<file path="config.mk">
export PLATFORM = sky130hd
export DESIGN_NAME = wb_commit_flat
export DESIGN_NICKNAME = d
export VERILOG_FILES = /design/src/rtl/wb_commit_pkg.sv /design/src/rtl/wb_commit_if.sv /design/src/rtl/wb_commit_regfile.sv /design/src/rtl/wb_commit.sv /design/src/flat_wrapper.sv
export SDC_FILE = /design/constraint.sdc
export NUM_CORES = 2
export LEC_CHECK = 0
export CAP_MARGIN = 20
export CORE_ASPECT_RATIO = 1.75
export CORE_MARGIN = 2
export CORE_UTILIZATION = 30
export CTS_CLUSTER_DIAMETER = 200
export DETAILED_ROUTE_END_ITERATION = 8
export HOLD_SLACK_MARGIN = 0.02
export PLACE_DENSITY = 0.54
export SYNTH_ARGS = -nofsm -noshare
export SYNTH_HDL_FRONTEND = slang
export SYNTH_SLANG_ARGS = --single-unit
</file>
<file path="constraint.sdc">
create_clock -name clk -period 2.3 [get_ports clk]
set_clock_uncertainty 0.1 [all_clocks]
set_input_delay 0.23 -clock clk [delete_from_list [all_inputs] [get_ports clk]]
set_output_delay 0.23 -clock clk [all_outputs]
set_load 0.05 [all_outputs]
</file>
<file path="src/rtl/wb_commit_pkg.sv">
// Shared types and constants for the MEM/WB retire stage.
package wb_commit_pkg;
    localparam int RegNum   = 32;
    localparam int RegAddrW = 5;
    localparam int RegW     = 32;
    localparam int InstretW = 64;

    localparam logic RstEnable    = 1'b1;
    localparam logic WriteEnable  = 1'b1;
    localparam logic WriteDisable = 1'b0;

    typedef logic [RegAddrW-1:0] reg_addr_t;   // RegAddrBus
    typedef logic [RegW-1:0]     reg_t;        // RegBus
    typedef logic [31:0]         inst_addr_t;  // InstAddrBus
    typedef logic [31:0]         inst_t;       // InstBus
    typedef logic [InstretW-1:0] instret_t;    // InstretBus

    localparam reg_addr_t NOPRegAddr = '0;
    localparam reg_t      ZeroWord   = '0;

    typedef struct packed {
        logic       valid;
        inst_addr_t pc;
        inst_t      inst;
        logic [3:0] wen;
        reg_addr_t  wnum;
        reg_t       wdata;
    } trace_t;

    // Stall bubbles arrive with valid set but pc cleared.
    function automatic logic retire_of(input logic valid, input inst_addr_t pc);
        return valid && (pc != '0);
    endfunction
endpackage

</file>
<file path="src/rtl/wb_commit_if.sv">
// MEM/WB-to-retire bundle: write-back, LLbit, commit info, ID read ports, trace.
interface wb_commit_if;
    import wb_commit_pkg::*;

    reg_addr_t  wb_wd;
    logic       wb_wreg;
    reg_t       wb_wdata;
    logic       wb_LLbit_we;
    logic       wb_LLbit_value;
    logic       excp_flush;
    inst_addr_t commit_pc;
    inst_t      commit_instr;
    logic       commit_valid;
    logic       re1, re2;
    reg_addr_t  raddr1, raddr2;
    reg_t       rdata1, rdata2;
    logic       LLbit_o;
    inst_addr_t debug_wb_pc;
    inst_t      debug_wb_inst;
    logic [3:0] debug_wb_rf_wen;
    reg_addr_t  debug_wb_rf_wnum;
    reg_t       debug_wb_rf_wdata;
    logic       debug_wb_valid;
    instret_t   instret;

    modport master (
        output wb_wd, wb_wreg, wb_wdata, wb_LLbit_we, wb_LLbit_value, excp_flush,
               commit_pc, commit_instr, commit_valid, re1, re2, raddr1, raddr2,
        input  rdata1, rdata2, LLbit_o, debug_wb_pc, debug_wb_inst, debug_wb_rf_wen,
               debug_wb_rf_wnum, debug_wb_rf_wdata, debug_wb_valid, instret
    );
    modport slave (
        input  wb_wd, wb_wreg, wb_wdata, wb_LLbit_we, wb_LLbit_value, excp_flush,
               commit_pc, commit_instr, commit_valid, re1, re2, raddr1, raddr2,
        output rdata1, rdata2, LLbit_o, debug_wb_pc, debug_wb_inst, debug_wb_rf_wen,
               debug_wb_rf_wnum, debug_wb_rf_wdata, debug_wb_valid, instret
    );
endinterface

</file>
<file path="src/rtl/wb_commit_regfile.sv">
// GPR file: one write port, two read ports bypassing the in-flight write; r0 reads zero.
module wb_commit_regfile #(
    parameter int NUM_REGS = 32,
    parameter int DATA_W   = 32,
    localparam int AW      = $clog2(NUM_REGS)
) (
    input  logic              clk,
    input  logic              rst,
    input  logic              we,
    input  logic [AW-1:0]     waddr,
    input  logic [DATA_W-1:0] wdata,
    input  logic              re1,
    input  logic [AW-1:0]     raddr1,
    output logic [DATA_W-1:0] rdata1,
    input  logic              re2,
    input  logic [AW-1:0]     raddr2,
    output logic [DATA_W-1:0] rdata2
);
    logic [NUM_REGS-1:0][DATA_W-1:0] regs;

    always_ff @(posedge clk) begin
        if (rst) begin
            regs <= '0;
        end else if (we && waddr != '0) begin
            regs[waddr] <= wdata;
        end
    end

    function automatic logic [DATA_W-1:0] rd(input logic re, input logic [AW-1:0] a);
        if (!re || a == '0)       return '0;
        else if (we && waddr == a) return wdata;
        else                       return regs[a];
    endfunction

    always_comb begin
        rdata1 = rd(re1, raddr1);
        rdata2 = rd(re2, raddr2);
    end
endmodule

</file>
<file path="src/rtl/wb_commit.sv">
// Retire stage: register-file write-back, LLbit, registered difftest trace, instret.
module wb_commit
    import wb_commit_pkg::*;
#(
    parameter int NUM_REGS = RegNum,
    parameter int DATA_W   = RegW,
    parameter int CNT_W    = InstretW
) (
    input logic        clk,
    input logic        rst,
    wb_commit_if.slave bus
);
    logic             llbit_q;
    logic             retire;
    trace_t           trace_d, trace_q;
    logic [CNT_W-1:0] cnt_q;

    wb_commit_regfile #(.NUM_REGS(NUM_REGS), .DATA_W(DATA_W)) u_regfile (
        .clk    (clk),
        .rst    (rst),
        .we     (bus.wb_wreg),
        .waddr  (bus.wb_wd),
        .wdata  (bus.wb_wdata),
        .re1    (bus.re1),
        .raddr1 (bus.raddr1),
        .rdata1 (bus.rdata1),
        .re2    (bus.re2),
        .raddr2 (bus.raddr2),
        .rdata2 (bus.rdata2)
    );

    // A flush kills the LL reservation even if an LL is retiring alongside it.
    always_ff @(posedge clk) begin
        if (rst == RstEnable)    llbit_q <= 1'b0;
        else if (bus.excp_flush) llbit_q <= 1'b0;
        else if (bus.wb_LLbit_we) llbit_q <= bus.wb_LLbit_value;
    end

    assign bus.LLbit_o = bus.excp_flush  ? 1'b0 :
                         bus.wb_LLbit_we ? bus.wb_LLbit_value : llbit_q;

    assign retire = retire_of(bus.commit_valid, bus.commit_pc);

    always_comb begin
        trace_d = '0;
        if (retire) begin
            trace_d.valid = 1'b1;
            trace_d.pc    = bus.commit_pc;
            trace_d.inst  = bus.commit_instr;
            trace_d.wen   = {4{bus.wb_wreg && bus.wb_wd != NOPRegAddr}};
            trace_d.wnum  = bus.wb_wd;
            trace_d.wdata = bus.wb_wdata;
        end
    end

    always_ff @(posedge clk) begin
        if (rst) begin
            trace_q <= '0;
            cnt_q   <= '0;
        end else begin
            trace_q <= trace_d;
            if (retire) cnt_q <= cnt_q + 1'b1;
        end
    end

    assign bus.debug_wb_valid    = trace_q.valid;
    assign bus.debug_wb_pc       = trace_q.pc;
    assign bus.debug_wb_inst     = trace_q.inst;
    assign bus.debug_wb_rf_wen   = trace_q.wen;
    assign bus.debug_wb_rf_wnum  = trace_q.wnum;
    assign bus.debug_wb_rf_wdata = trace_q.wdata;
    assign bus.instret           = cnt_q;
endmodule

</file>
<file path="src/flat_wrapper.sv">
// flat-port wrapper written by rule: the top's interface ports become plain ports
module wb_commit_flat import wb_commit_pkg::*;
#(
    parameter int NUM_REGS = RegNum,
    parameter int DATA_W   = RegW,
    parameter int CNT_W    = InstretW
)
  (clk, rst, bus_wb_wd, bus_wb_wreg, bus_wb_wdata, bus_wb_LLbit_we, bus_wb_LLbit_value, bus_excp_flush, bus_commit_pc, bus_commit_instr, bus_commit_valid, bus_re1, bus_re2, bus_raddr1, bus_raddr2, bus_rdata1, bus_rdata2, bus_LLbit_o, bus_debug_wb_pc, bus_debug_wb_inst, bus_debug_wb_rf_wen, bus_debug_wb_rf_wnum, bus_debug_wb_rf_wdata, bus_debug_wb_valid, bus_instret);
  wb_commit_if bus_i ();
  input logic clk;
  input logic rst;
  input wire logic [$bits(bus_i.wb_wd)-1:0] bus_wb_wd;
  input wire logic [$bits(bus_i.wb_wreg)-1:0] bus_wb_wreg;
  input wire logic [$bits(bus_i.wb_wdata)-1:0] bus_wb_wdata;
  input wire logic [$bits(bus_i.wb_LLbit_we)-1:0] bus_wb_LLbit_we;
  input wire logic [$bits(bus_i.wb_LLbit_value)-1:0] bus_wb_LLbit_value;
  input wire logic [$bits(bus_i.excp_flush)-1:0] bus_excp_flush;
  input wire logic [$bits(bus_i.commit_pc)-1:0] bus_commit_pc;
  input wire logic [$bits(bus_i.commit_instr)-1:0] bus_commit_instr;
  input wire logic [$bits(bus_i.commit_valid)-1:0] bus_commit_valid;
  input wire logic [$bits(bus_i.re1)-1:0] bus_re1;
  input wire logic [$bits(bus_i.re2)-1:0] bus_re2;
  input wire logic [$bits(bus_i.raddr1)-1:0] bus_raddr1;
  input wire logic [$bits(bus_i.raddr2)-1:0] bus_raddr2;
  output wire logic [$bits(bus_i.rdata1)-1:0] bus_rdata1;
  output wire logic [$bits(bus_i.rdata2)-1:0] bus_rdata2;
  output wire logic [$bits(bus_i.LLbit_o)-1:0] bus_LLbit_o;
  output wire logic [$bits(bus_i.debug_wb_pc)-1:0] bus_debug_wb_pc;
  output wire logic [$bits(bus_i.debug_wb_inst)-1:0] bus_debug_wb_inst;
  output wire logic [$bits(bus_i.debug_wb_rf_wen)-1:0] bus_debug_wb_rf_wen;
  output wire logic [$bits(bus_i.debug_wb_rf_wnum)-1:0] bus_debug_wb_rf_wnum;
  output wire logic [$bits(bus_i.debug_wb_rf_wdata)-1:0] bus_debug_wb_rf_wdata;
  output wire logic [$bits(bus_i.debug_wb_valid)-1:0] bus_debug_wb_valid;
  output wire logic [$bits(bus_i.instret)-1:0] bus_instret;
  assign bus_i.wb_wd = bus_wb_wd;
  assign bus_i.wb_wreg = bus_wb_wreg;
  assign bus_i.wb_wdata = bus_wb_wdata;
  assign bus_i.wb_LLbit_we = bus_wb_LLbit_we;
  assign bus_i.wb_LLbit_value = bus_wb_LLbit_value;
  assign bus_i.excp_flush = bus_excp_flush;
  assign bus_i.commit_pc = bus_commit_pc;
  assign bus_i.commit_instr = bus_commit_instr;
  assign bus_i.commit_valid = bus_commit_valid;
  assign bus_i.re1 = bus_re1;
  assign bus_i.re2 = bus_re2;
  assign bus_i.raddr1 = bus_raddr1;
  assign bus_i.raddr2 = bus_raddr2;
  assign bus_rdata1 = bus_i.rdata1;
  assign bus_rdata2 = bus_i.rdata2;
  assign bus_LLbit_o = bus_i.LLbit_o;
  assign bus_debug_wb_pc = bus_i.debug_wb_pc;
  assign bus_debug_wb_inst = bus_i.debug_wb_inst;
  assign bus_debug_wb_rf_wen = bus_i.debug_wb_rf_wen;
  assign bus_debug_wb_rf_wnum = bus_i.debug_wb_rf_wnum;
  assign bus_debug_wb_rf_wdata = bus_i.debug_wb_rf_wdata;
  assign bus_debug_wb_valid = bus_i.debug_wb_valid;
  assign bus_instret = bus_i.instret;
  wb_commit #(.NUM_REGS(NUM_REGS), .DATA_W(DATA_W), .CNT_W(CNT_W)) u_core (.clk(clk), .rst(rst), .bus(bus_i));
endmodule
</file>
==> summary.md <==
| Metric | Value |
|---|---|
| Peak VDD IR | `611 uV` |
| PortBufs | `354` |
| Register area share after synthesis | `40.8%` |
| Mapped Cells | `6871` |
| Syn_nets | `6992` |
| Global-route track usage on met1 | `32.5%` |
| Layer with the highest usage | `met2` |
| Setup WS post-layout | `-0.657 ns` |
| CTS sink cnt | `1192` |
| Vias/cell | `5.77` |
| Power per cell area | `615 mW/mm2` |
| Fmax | `338 MHz` |
| CTS tree | `done` |
| Slew Viols, Final | `0` |
| DRC violations left | `0` |
| Post-Layout Cell Count | `10200` |
| Critical path origin | `u_core.u_regfile.regs[493]$_SDFFE_PP0P_` |
| Total number of yosys warnings | `0` |
| Dpl hpwl | `201000 um` |
| Most frequent cells in the layout | `nand2_1, a21oi_1, dfxtp_1` |
| Max Cap Viol | `0` |
| Initial antenna violation count | `14` |
| Global-route wire length before repair | `417000 um` |
| Die footprint | `0.199 mm2` |
| Rows | `214` |
| Maximum clock path buffer count | `3` |
| Yosys top cell area share | `40.8%` |
| H-tree levels | `3` |
| Slew HR | `10.5%` |
| GPL Wtd Cong | `0.985` |
| Crit path launch type | `flop` |
| GRT met3 Usage | `7.41%` |
| RSZ-0062 raised after global routing | `true` |
| Overflow after GRT | `0` |
| Worst Tran Pin Value | `1.34 ns` |
| Leak | `27.9 nW` |
| Hold Slack | `0.0539 ns` |
| # setup viols final | `64` |
| Synth unique cells | `58` |
| Post-synthesis async set-or-reset flop share | `0%` |
| Placed cell area | `0.0721 mm2` |
| Filler cell count | `19100` |
| Nets | `7634` |
| Post-DR wirelength/cell | `29.2 um` |
| Min-delay worst type | `in2reg` |
| Worst-Skew Late Latency | `0.79 ns` |
| Root Buffer | `clkbuf_16` |
| Core ar. | `0.194 mm2` |
| Critical register-to-register path startpoint | `u_core.bus.instret[4]$_SDFFE_PP0P_` |
| Status | `finished, violations left` |
| Gr usage total | `29.0%` |
| Post-synth EDFFs | `0` |
| CP max FO | `2` |
| Layout cells sized above 1 | `25.6%` |
| CTS buffer count | `117` |
| Post-DRT Antenna Nets | `0` |
| Number of global-route vias before repair | `57400` |
| Boundary pin count | `355` |
| Starting Density | `30.2%` |
| Fin area | `0.0782 mm2` |
| Mapped Area | `0.0585 mm2` |
| Core Util, Final | `40.3%` |
| DR iter-0 viols | `6861` |
| Die X | `338 um` |
| 1st-pass router iterations | `6` |
| Largest net degree at the start of global routing | `236` |
| Crit. End Element | `output port` |
| Die Height | `588 um` |
| Detailed Route WL | `298000 um` |
| Via count | `59000` |
| CP Class | `reg2out` |
| Final Hold Fails | `0` |
| M2 GR Usage | `46.4%` |
| Period utilization | `129%` |
| Clock-pin slew on the worst setup and hold paths | `0.07 ns` |
| Main synth FF type | `dfxtp_1` |
| Req. time, crit path | `1.97 ns` |
| Area delta synth->final | `33.7%` |
| Commonest non-fill, non-tap cell in the layout | `nand2_1` |
| #FFs+latches synth | `1192` |
| Post-synth top area cell | `dfxtp_1` |
| Placed insts | `9883` |
| Failing checks | `negative setup slack` |
| Main area contributors after synthesis | `dfxtp_1, nand2_1, mux4_2, a21oi_1, mux2i_1` |
| Critical Path AT | `2.63 ns` |
| Hold wc startpoint | `bus_commit_pc[16]` |
| Syn Area/Cell | `8.51 um2` |
| Final min period | `2.96 ns` |
-- power breakdown --
group          internal (W)  switching [W]
registers            0.0208       0.000122
clock network        0.0116        0.00932
logic               0.00238        0.00387
total                0.0348         0.0133
-- synthesized netlist by cell type, drive strengths merged, types with 44 or more instances --
cell       n
nand2   2189
dfxtp   1192
a21oi   1097
clkbuf   541
mux2i    393
mux4     316
buf      164
and2     112
o21ai    106
nor2      79
a22oi     71
o221ai    61
mux2      55
a32o      53
nor2b     44
-- cell families after synthesis --
logic type               share of synthesized area, %
AND/OR/NAND/NOR                                  18.3
buffers and inverters                            4.88
flip-flops                                       40.8
AO/OA/AOI/OAI                                    15.7
multiplexers                                     20.0
XOR/XNOR                                        0.374
adder cells (fa/ha/maj)                        0.0214
-- repair_timing --
action | CTS | global route
gates resized for setup | 374 | 127
hold buffers | 66 | 0
setup buffers | 30 | 14
gates cloned | 1 | 0
endpoints found under the hold margin | 149 | 0
pin swaps | 128 | 55
setup endpoints to repair | 135 | 88
-- critical path, stage by stage (launching register included) --
cell      delay, ns
dfxtp_2        0.33
mux4_2         0.49
mux2_2         0.28
nand2_1        0.06
o211ai_1       0.15
a32o_2         0.36
buf_12         0.17
-- per-layer routing --
layer	share of wire (%)	vias to the layer above	wire length, um
li1	-	25300	-
met1	35	28600	103000
met2	46	3848	137000
met3	9.9	1241	29600
met4	9.5	12	28200
met5	0.027	-	81
-- final cells by class --
| class | count | area [um2] | area share (%) |
|---|---|---|---|
| antenna | 9 | 22.5 | 0.0288 |
| sequential | 1192 | 24100 | 30.8 |
| multi-input combinational | 4968 | 33000 | 42.2 |
| timing repair buffer | 1228 | 13700 | 17.5 |
| inverter | 6 | 25.0 | 0.0320 |
| clock buffer | 174 | 3570 | 4.57 |
| tap | 2592 | 3240 | 4.15 |
| clock inverter | 47 | 513 | 0.656 |
-- metrics by stage --
stage	setup slack [ns]	power (W)	setup TNS (ns)
2_1_floorplan	0.000149	0.0243	0
3_3_place_gp	-0.740	0.0273	-148.74
3_5_place_dp	-0.768	0.0273	-161.57
4_1_cts	-0.668	0.0481	-31.62
5_1_grt	-0.719	0.0492	-33.17
6_report	-0.657	0.0481	-30.97
-- path summary, 6_finish.rpt --
kind	to	slack, ns	cells past startpoint
worst max-delay path	bus_rdata1[13]	-0.66	6
worst min-delay path	u_core.bus.debug_wb_pc[16]$_SDFF_PP0_	0.05	2
worst max register to register	u_core.bus.instret[63]$_SDFFE_PP0P_	0.12	8
worst min register to register	u_core.u_regfile.regs[765]$_SDFFE_PP0P_	0.36	2
-- flip-flops by register name (all words and copies together), names as in the netlist --
name	count
u_core.bus.debug_wb_rf_wen	1
u_core.llbit_q	1
u_core.bus.debug_wb_rf_wdata	32
u_core.u_regfile.regs	1024
u_core.bus.debug_wb_rf_wnum	5
u_core.bus.instret	64
u_core.bus.debug_wb_valid	1
u_core.bus.debug_wb_pc	32
u_core.bus.debug_wb_inst	32
(Power assumes the default switching activity.)
